==> src/rtl/cordic_pkg.sv <==
// Shared constants and types for the serial CORDIC phase engine.
//   ATAN     : atan(2^-i) as a 32-bit binary angle (2^32 = 360 deg), i = 0..29
//   ANG_90   : +90 deg binary angle
//   ANG_M90  : -90 deg binary angle
//   state_e  : sequencer states LOAD -> ITER -> DONE
package cordic_pkg;

  typedef enum logic [1:0] {
    LOAD,
    ITER,
    DONE
  } state_e;

  localparam logic [31:0] ANG_90  = 32'h4000_0000;
  localparam logic [31:0] ANG_M90 = 32'hC000_0000;

  localparam int unsigned ATAN_N = 30;

  // round(atan(2^-i) * 2^32 / (2*pi))
  localparam logic [31:0] ATAN [ATAN_N] = '{
    32'h2000_0000, 32'h12E4_051E, 32'h09FB_385B, 32'h0511_11D4, 32'h028B_0D43,
    32'h0145_D7E1, 32'h00A2_F61E, 32'h0051_7C55, 32'h0028_BE53, 32'h0014_5F2F,
    32'h000A_2F98, 32'h0005_17CC, 32'h0002_8BE6, 32'h0001_45F3, 32'h0000_A2FA,
    32'h0000_517D, 32'h0000_28BE, 32'h0000_145F, 32'h0000_0A30, 32'h0000_0518,
    32'h0000_028C, 32'h0000_0146, 32'h0000_00A3, 32'h0000_0051, 32'h0000_0029,
    32'h0000_0014, 32'h0000_000A, 32'h0000_0005, 32'h0000_0003, 32'h0000_0001
  };

endpackage

==> src/rtl/cordic_stage_comb.sv <==
// One vectoring-mode CORDIC micro-rotation, purely combinational.
//   xi_i, yi_i : current vector (WIDTH+2 bits, signed)
//   z_i        : accumulated angle (binary angle, wraps)
//   i_i        : iteration index (shift amount / ATAN entry)
//   xi_o, yi_o, z_o : vector and angle after the rotation
// The rotation direction drives yi toward zero; z accumulates the angle removed.
module cordic_stage_comb
  import cordic_pkg::*;
#(
  parameter int unsigned WIDTH = 32
) (
  input  logic signed [WIDTH+1:0] xi_i,
  input  logic signed [WIDTH+1:0] yi_i,
  input  logic        [WIDTH-1:0] z_i,
  input  logic        [4:0]       i_i,
  output logic signed [WIDTH+1:0] xi_o,
  output logic signed [WIDTH+1:0] yi_o,
  output logic        [WIDTH-1:0] z_o
);

  logic signed [WIDTH+1:0] x_sh;
  logic signed [WIDTH+1:0] y_sh;
  logic        [31:0]      atan_full;
  logic        [WIDTH-1:0] atan_i;

  assign x_sh      = xi_i >>> i_i;
  assign y_sh      = yi_i >>> i_i;
  assign atan_full = ATAN[i_i];
  // Binary angles scale by truncation: keep the top WIDTH bits.
  assign atan_i    = atan_full[31 -: WIDTH];

  always_comb begin
    xi_o = xi_i;
    yi_o = yi_i;
    z_o  = z_i;
    if (!yi_i[WIDTH+1]) begin
      xi_o = xi_i + y_sh;
      yi_o = yi_i - x_sh;
      z_o  = z_i + atan_i;
    end else begin
      xi_o = xi_i - y_sh;
      yi_o = yi_i + x_sh;
      z_o  = z_i - atan_i;
    end
  end

endmodule

==> src/rtl/cordic_serial.sv <==
// Free-running iterative CORDIC (vectoring mode): phase = atan2(y, x) as a
// full-circle binary angle. One micro-rotation per clock, period ITERS+2.
//   clk         : clock, rising edge
//   rst_n       : asynchronous active-low reset
//   x, y        : signed input vector, sampled in LOAD only
//   phase       : binary angle, 2^WIDTH = 360 deg, held between updates
//   phase_valid : one-cycle pulse coincident with each phase update
module cordic_serial
  import cordic_pkg::*;
#(
  parameter int unsigned WIDTH = 32,
  parameter int unsigned ITERS = 24
) (
  input  logic             clk,
  input  logic             rst_n,
  input  logic [WIDTH-1:0] x,
  input  logic [WIDTH-1:0] y,
  output logic [WIDTH-1:0] phase,
  output logic             phase_valid
);

  localparam int unsigned XW       = WIDTH + 2;
  localparam logic [4:0]  IterLast = 5'(ITERS - 1);
  localparam logic [WIDTH-1:0] Ang90  = ANG_90[31 -: WIDTH];
  localparam logic [WIDTH-1:0] AngM90 = ANG_M90[31 -: WIDTH];

  state_e                 state_q, state_d;
  logic [4:0]             cnt_q, cnt_d;
  logic signed [XW-1:0]   xi_q, xi_d, yi_q, yi_d;
  logic [WIDTH-1:0]       z_q, z_d;
  logic                   zero_q, zero_d;
  logic [WIDTH-1:0]       phase_q, phase_d;
  logic                   valid_q, valid_d;

  logic signed [XW-1:0]   x_ext, y_ext;
  logic signed [XW-1:0]   xi_nx, yi_nx;
  logic [WIDTH-1:0]       z_nx;

  // Two guard bits make -(most negative input) exact and absorb CORDIC growth.
  assign x_ext = {{2{x[WIDTH-1]}}, x};
  assign y_ext = {{2{y[WIDTH-1]}}, y};

  cordic_stage_comb #(
    .WIDTH (WIDTH)
  ) u_stage (
    .xi_i (xi_q),
    .yi_i (yi_q),
    .z_i  (z_q),
    .i_i  (cnt_q),
    .xi_o (xi_nx),
    .yi_o (yi_nx),
    .z_o  (z_nx)
  );

  always_comb begin
    state_d = state_q;
    cnt_d   = cnt_q;
    xi_d    = xi_q;
    yi_d    = yi_q;
    z_d     = z_q;
    zero_d  = zero_q;
    phase_d = phase_q;
    valid_d = 1'b0;
    unique case (state_q)
      LOAD: begin
        // The zero vector has no angle; iterating it would drift z, so flag it.
        zero_d = (x == '0) && (y == '0);
        // Pre-rotate the left half-plane by +/-90 deg into x >= 0.
        if (!x[WIDTH-1]) begin
          xi_d = x_ext;
          yi_d = y_ext;
          z_d  = '0;
        end else if (!y[WIDTH-1]) begin
          xi_d = y_ext;
          yi_d = -x_ext;
          z_d  = Ang90;
        end else begin
          xi_d = -y_ext;
          yi_d = x_ext;
          z_d  = AngM90;
        end
        cnt_d   = '0;
        state_d = ITER;
      end
      ITER: begin
        xi_d = xi_nx;
        yi_d = yi_nx;
        z_d  = z_nx;
        if (cnt_q == IterLast) begin
          cnt_d   = '0;
          state_d = DONE;
        end else begin
          cnt_d = cnt_q + 5'd1;
        end
      end
      DONE: begin
        phase_d = zero_q ? '0 : z_q;
        valid_d = 1'b1;
        state_d = LOAD;
      end
      default: state_d = LOAD;
    endcase
  end

  always_ff @(posedge clk or negedge rst_n) begin
    if (!rst_n) begin
      state_q <= LOAD;
      cnt_q   <= '0;
      xi_q    <= '0;
      yi_q    <= '0;
      z_q     <= '0;
      zero_q  <= 1'b0;
      phase_q <= '0;
      valid_q <= 1'b0;
    end else begin
      state_q <= state_d;
      cnt_q   <= cnt_d;
      xi_q    <= xi_d;
      yi_q    <= yi_d;
      z_q     <= z_d;
      zero_q  <= zero_d;
      phase_q <= phase_d;
      valid_q <= valid_d;
    end
  end

  assign phase       = phase_q;
  assign phase_valid = valid_q;

endmodule

==> config.mk <==
export PLATFORM = sky130hd
export DESIGN_NAME = cordic_serial
export DESIGN_NICKNAME = d
export VERILOG_FILES = /design/src/rtl/cordic_pkg.sv /design/src/rtl/cordic_stage_comb.sv /design/src/rtl/cordic_serial.sv
export SDC_FILE = /design/constraint.sdc
export NUM_CORES = 1
export LEC_CHECK = 0
export BUFFER_PORTS_ARGS = -buffer_cell sky130_fd_sc_hd__buf_2
export CAP_MARGIN = 20
export CORE_UTILIZATION = 30
export DETAILED_ROUTE_END_ITERATION = 10
export PLACE_DENSITY = 0.47
export SYNTH_ARGS = -nofsm -noshare
export SYNTH_HDL_FRONTEND = slang
export SYNTH_SLANG_ARGS = --single-unit
==> constraint.sdc <==
create_clock -name clk -period 9.2 [get_ports clk]
set_input_delay 0.92 -clock clk [delete_from_list [all_inputs] [get_ports clk]]
set_output_delay 0.92 -clock clk [all_outputs]
set_load 0.01 [all_outputs]
Word level (Yosys, flattened, before mapping). Memories as Yosys holds them, arrays and structs flattened. Index checks and enable logic that the tools add are counted.

Add/sub/neg operators: 9. Order comparisons: 1. Eq/ne operators: 4. Shift-type cells: 2. Mux-type cells: 20. Bitwise operators: 1. Reduce and logical (&&, ||, !) cells: 5.

Operators by type and width (count): $mux 34 (6); $mux 32 (6); $pmux 34 s2 (2); $add 34x34->34 (2); $neg 32->34 (2); $sshr 34x5->34 (2); $sub 34x34->34 (2); $logic_not 32->1 (2); $pmux 32 s2 (1); $add 32x32->32 (1); $sub 32x32->32 (1); $pmux 5 s2 (1); $ge 6x6->1 const B (1); $not 5->6 (1); $add 5x1->5 const B (1); $eq 5x5->1 const B (1); $mux 5 (1); $pmux 2 s2 (1); $eq 2x1->1 const B (1); $eq 2x2->1 const B (1); $logic_not 2->1 (1); $mux 2 (1); $ne 2x2->1 const B (1); $reduce_bool 2->1 (1); 2 further kinds (2).

Flip-flop bits (word level): 141. ROM bits: 1024. Input port bits: 66. Memories kept: 1.

Memory list: (name not given) (depth 32, bits a word 32, rd ports 1, clocked after memory_dff 0, write ports 0, RTL line cordic_stage_comb.sv:28) `assign atan_full = ATAN[i_i];`.

Longest topological paths before layout.
Depth in word-level cells: 7. Depth in mapped cells: 31. Depth with buffers taken out: 25.

Modules after synthesis. From an unflattened synthesis, not the netlist that was laid out.

Cells, all modules: 2605. Area, all modules: 20723.6 um^2.

By module, submodules not included: cordic_stage_comb (times used 1, cells an instance 1669, area each 12689.7 um^2, seq. area each 0.0 um^2); cordic_serial (times used 1, cells an instance 936, area each 8034.0 um^2, seq. area each 3528.4 um^2).

Worst setup path before layout. OpenSTA, ideal clock, no wires.

Kind: register to register. Start: register cnt_q[1]. End: register xi_q[32]. Setup time: 95 ps. Arrival: 6033 ps. Required time: 9105 ps. Path slack: 3071 ps. Stages on the path, launching flop included: 29. Buffers on the path: 4. Clock period less this slack: 6129 ps. Cells stage by stage: dfrtp_1 > buf_6 > buf_6 > buf_6 > buf_2 > mux4_2 > mux2i_1 > o22ai_1 > nor3_2 > ha_1 > inv_1 > a2111oi_2 > nand2_1 > nor4b_2 > nand2_1 > nor3_1 > mux2i_1 > o211ai_1 > ha_1 > a21o_1 > a21o_1 > a21oi_1 > o21ai_0 > or3_1 > o221ai_1 > a21oi_1 > a311oi_1 > xor2_1 > o31ai_1.

Word-level cells in the longest chain between the ends: 4. Elaborated cells between the ends (all ways): 5. Those cells by class: add/sub (2); shift (1); mux (2).

RTL lines: start: declaration (RTL line cordic_serial.sv:28) `logic [4:0] cnt_q, cnt_d;`; start signal: assignment (RTL line cordic_serial.sv:117) `cnt_q <= cnt_d;`; $sshr 34x5->34 (*) (RTL line cordic_stage_comb.sv:27) `assign y_sh = yi_i >>> i_i;`; $add 34x34->34 or $sub 34x34->34 (tied branches) (RTL line cordic_stage_comb.sv:37, cordic_stage_comb.sv:41); $mux 34 (*) (RTL line cordic_stage_comb.sv:36) `if (!yi_i[WIDTH+1]) begin`; $pmux 34 s2 (*) (RTL line cordic_serial.sv:64) `unique case (state_q)`; end signal: assignment (RTL line cordic_serial.sv:118) `xi_q <= xi_d;`; end: declaration (RTL line cordic_serial.sv:29) `logic signed [XW-1:0] xi_q, xi_d, yi_q, yi_d;`.

Every way passes the cells marked *; elsewhere a longest branch is shown, timed or not. A chain may end at the register's enable or synchronous reset.

Worst setup path in the final report.
Start: register cnt_q[1]. End: register xi_q[33].

Same word-level chain as after synthesis.

==> flow_summary.rst <==
.. list-table::
   :header-rows: 1

   * - Metric
     - Value
   * - Maximum number of buffers from clock root to sink
     - 2
   * - Count of warnings emitted by yosys
     - 0
   * - Cell taking the most area after synthesis
     - sky130_fd_sc_hd__dfrtp_1
   * - Die Height
     - roughly 260 um
   * - Post-Syn Area
     - between 0.015 and 0.02 mm2
   * - Effective utilization at floorplan
     - between 30% and 40%
   * - Number of H-tree levels
     - 4
   * - Max IR drop VDD
     - 0.000291 V
   * - Largest net degree at the start of global routing
     - 90
   * - End of the worst register-to-register path
     - xi_q[33]$_DFFE_PN0P_
   * - Via density per instance
     - approximately 5.9
   * - Origin of the worst setup path
     - cnt_q[1]$_DFFE_PN0P_
   * - FILL cells
     - 6952
   * - DRC violation count after routing
     - 0
   * - Crit share post-route
     - between 80% and 90%
   * - Grt total ovfl
     - 0
   * - Post-CTS setup buffer count
     - 0
   * - Achievable clock frequency
     - 0.129 GHz
   * - Clock tree from TritonCTS
     - built
   * - Clock transition at the registers of the reported paths
     - ~0.08 ns
   * - Most frequent cell after synthesis
     - sky130_fd_sc_hd__nand2_1
   * - Number of hold-repair buffers added at the cts stage
     - 0
   * - Critical path start-end classification
     - flop to flop
   * - Number of synthesized flops with an enable pin
     - 0
   * - Number of unique standard cell types used by synthesis
     - between 90 and 100
   * - Setup repair after global routing missed its margin
     - no
   * - R2R Path Start
     - cnt_q[1]$_DFFE_PN0P_
   * - Number of clock sinks
     - 141
   * - I/O pin total
     - 99
   * - Layout Skew
     - about 0.016 ns
   * - Number of input and output port buffers inserted
     - 98
   * - Data required time at the worst endpoint
     - 9.62 ns
   * - Accumulated negative setup slack
     - 0 ns
   * - Max-slew violations
     - 0
   * - Cells after synthesis
     - between 2000 and 3000
   * - Largest stage delay, worst path
     - around 1.1 ns
   * - Clock period minus worst slack
     - 7.77 ns
   * - Worst hold path class
     - input pin to asynchronous set/reset pin
   * - Post-Place Setup Slack
     - ~1.5 ns
   * - Resized cells post-CTS
     - 0
   * - Number of max-cap violations
     - 0
   * - Largest fanout on the critical path
     - 69
   * - Total number of nets in the final design
     - approximately 2700
   * - Crit path to
     - xi_q[33]$_DFFE_PN0P_
   * - CTS Root Cell
     - sky130_fd_sc_hd__clkbuf_16
   * - Std-Cell Core Area
     - approximately 0.066 mm2
   * - Number of global-route vias before repair
     - 19000
   * - Number of buffers created by CTS
     - 17
   * - Number of DRC violations after detailed-routing iteration 0
     - 1973
   * - Cell at the slowest stage of the critical path
     - sky130_fd_sc_hd__dfrtp_4
   * - WHS
     - 0.385 ns
   * - Top cells by area, synth
     - sky130_fd_sc_hd__dfrtp_1 (18%), sky130_fd_sc_hd__mux4_2 (9.5%), sky130_fd_sc_hd__ha_1 (6.9%)
   * - Last weighted congestion value of the routability-driven placer
     - between 0.9 and 1
   * - Transition time at the pin with the least slew margin
     - around 1.1 ns
   * - Critical Path End Type
     - flop
   * - Avg WL per Cell
     - 23.9 um
   * - Data arrival time of the critical path
     - around 8.2 ns
   * - Worst reg-to-reg path cell count
     - 26
   * - Final setup vio count
     - 0
   * - Mean cell area of the mapped netlist
     - 7.90 um2
   * - # rows
     - 94
   * - Final antenna-violating net count
     - 0
   * - Post-synthesis sequential area ratio
     - between 10% and 20%
   * - Share of post-route cells with drive strength above 1
     - between 10% and 20%
   * - Async set-or-reset flop fraction in the synthesized netlist
     - 100%
   * - Leakage component of the power
     - between 8 and 9 nW
   * - Total design power
     - around 9.4 mW
   * - Total Routing Usage GR
     - approximately a quarter
   * - Worst skew pair latency
     - slightly below 0.5 ns
   * - Slack of the worst reg-to-reg path
     - around 1.4 ns
   * - Number of antenna violations at the first check in global routing
     - 7
   * - Post-Syn Nets
     - 2700
   * - Final core utilization
     - between 30% and 40%
   * - Via count
     - approximately 20000
   * - Launching element type of the critical path
     - flop
   * - Most instantiated cells after synthesis
     - sky130_fd_sc_hd__nand2_1 (270), sky130_fd_sc_hd__nor2_1 (233), sky130_fd_sc_hd__a21oi_1 (226)
   * - Crit path setup slack, layout
     - between 1 and 1.5 ns
   * - Status
     - complete, no violations
   * - Fin. Hold Viols
     - 0
   * - Total wirelength of the detailed-routed design
     - 80.9 mm
   * - Die width
     - approximately 260 um
   * - Post-synthesis register bit count
     - between 100 and 150
   * - Die area
     - a little under 0.07 mm2
   * - Number of iterations in the first detailed-routing pass
     - 6
   * - Wire length of the first global-routing pass
     - 122 mm
   * - Final HPWL from detailed placement
     - about 62 mm
   * - Yosys top cell area share
     - 17.7%
   * - Ratio of total power to cell area
     - ~440 mW/mm2
   * - Synthesis-to-finish area growth
     - 8.29%
   * - Worst slew margin relative to its limit
     - approximately 29%
   * - Most used DFF post-synth
     - sky130_fd_sc_hd__dfrtp_1
==> logic make-up after synthesis <==
| logic type | synth area share, % |
|---|---|
| AOI/OAI and AO/OA | 26.8 |
| xor gates and xnor gates | 9.19 |
| adders and majority gates | 7.21 |
| buffers and inverters | 5.23 |
| DFF | 17.7 |
| muxes | 14.7 |
| and+or+nand+nor | 19.1 |
==> how the worst min path moves through the flow <==
stage	start	endpoint	depth (start not counted)
2_1_floorplan	z_q[0]$_DFFE_PN0P_	z_q[0]$_DFFE_PN0P_	2
4_1_cts	rst_n	yi_q[33]$_DFFE_PN0P_	1
3_5_place_dp	phase[21]$_DFFE_PN0P_	phase[21]$_DFFE_PN0P_	2
5_1_grt	rst_n	xi_q[31]$_DFFE_PN0P_	1
6_report	rst_n	yi_q[33]$_DFFE_PN0P_	1
3_3_place_gp	phase[0]$_DFFE_PN0P_	phase[0]$_DFFE_PN0P_	2
==> final cells by class <==
cell class | instances | area, um2 | area share, %
clock inverter | 13 | 108 | 0.499
antenna | 1 | 2.50 | 0.0116
tap | 864 | 1080 | 5.01
timing repair buffer | 135 | 772 | 3.58
multi-input combinational | 2143 | 15300 | 71.2
clock buffer | 19 | 443 | 2.05
inverter | 69 | 259 | 1.20
sequential | 141 | 3550 | 16.5
==> flip-flops by register name (all words and copies together) (netlist names) <==
signal and cells:
xi_q 34, cnt_q 5, phase_valid 1, phase 32
z_q 32, yi_q 34, state_q 2, zero_q 1
==> power breakdown <==
part	switching, mW	internal, mW
clock	0.331	0.356
sequential	0.661	1.01
combinational	3.96	3.11
total	4.95	4.47
==> routing by layer <==
metal  up-vias  GRT usage (%)  wire length [um]  part of all wire, %
met2       804           39.0             37600                   46
met4         8           9.25              2880                  3.6
met5         -              0                58                0.072
li1       9346              -                 -                    -
met1      9621           31.4             35000                   43
met3       136           4.06              5300                  6.6
==> per-stage QoR <==
| stage | instance area [um2] | std cells |
|---|---|---|
| 3_3_place_gp | 21000 | 3350 |
| 2_1_floorplan | 19900 | 2521 |
| 3_5_place_dp | 21000 | 3352 |
| 5_1_grt | 21600 | 3384 |
| 4_1_cts | 21600 | 3384 |
| 6_report | 21600 | 3385 |
==> critical path, delay by kind of cell, from the launching register on <==
family          cells  cell delay (ns)
flops               1             1.12
buf+inv             2             0.62
mux                 2             0.58
fa+ha+maj           2             0.61
xor+xnor            2             0.33
simple gates        9             2.16
compound gates      9             2.21
==> cell usage in the layout (no fill, tap or decap), types with 41 or more instances in the layout <==
master                     instances
sky130_fd_sc_hd__nand2b_1         60
sky130_fd_sc_hd__nor2_1          233
sky130_fd_sc_hd__a211oi_1         83
sky130_fd_sc_hd__o21ai_0         216
sky130_fd_sc_hd__mux4_2           84
sky130_fd_sc_hd__inv_1            66
sky130_fd_sc_hd__nor3_1           41
sky130_fd_sc_hd__buf_2            98
sky130_fd_sc_hd__ha_1            110
sky130_fd_sc_hd__xor2_1          106
sky130_fd_sc_hd__a21oi_1         226
sky130_fd_sc_hd__xnor2_1         103
sky130_fd_sc_hd__mux2i_1          63
sky130_fd_sc_hd__dfrtp_1         133
sky130_fd_sc_hd__nand2_1         269
sky130_fd_sc_hd__a21o_1           51
(Power assumes the default switching activity.)
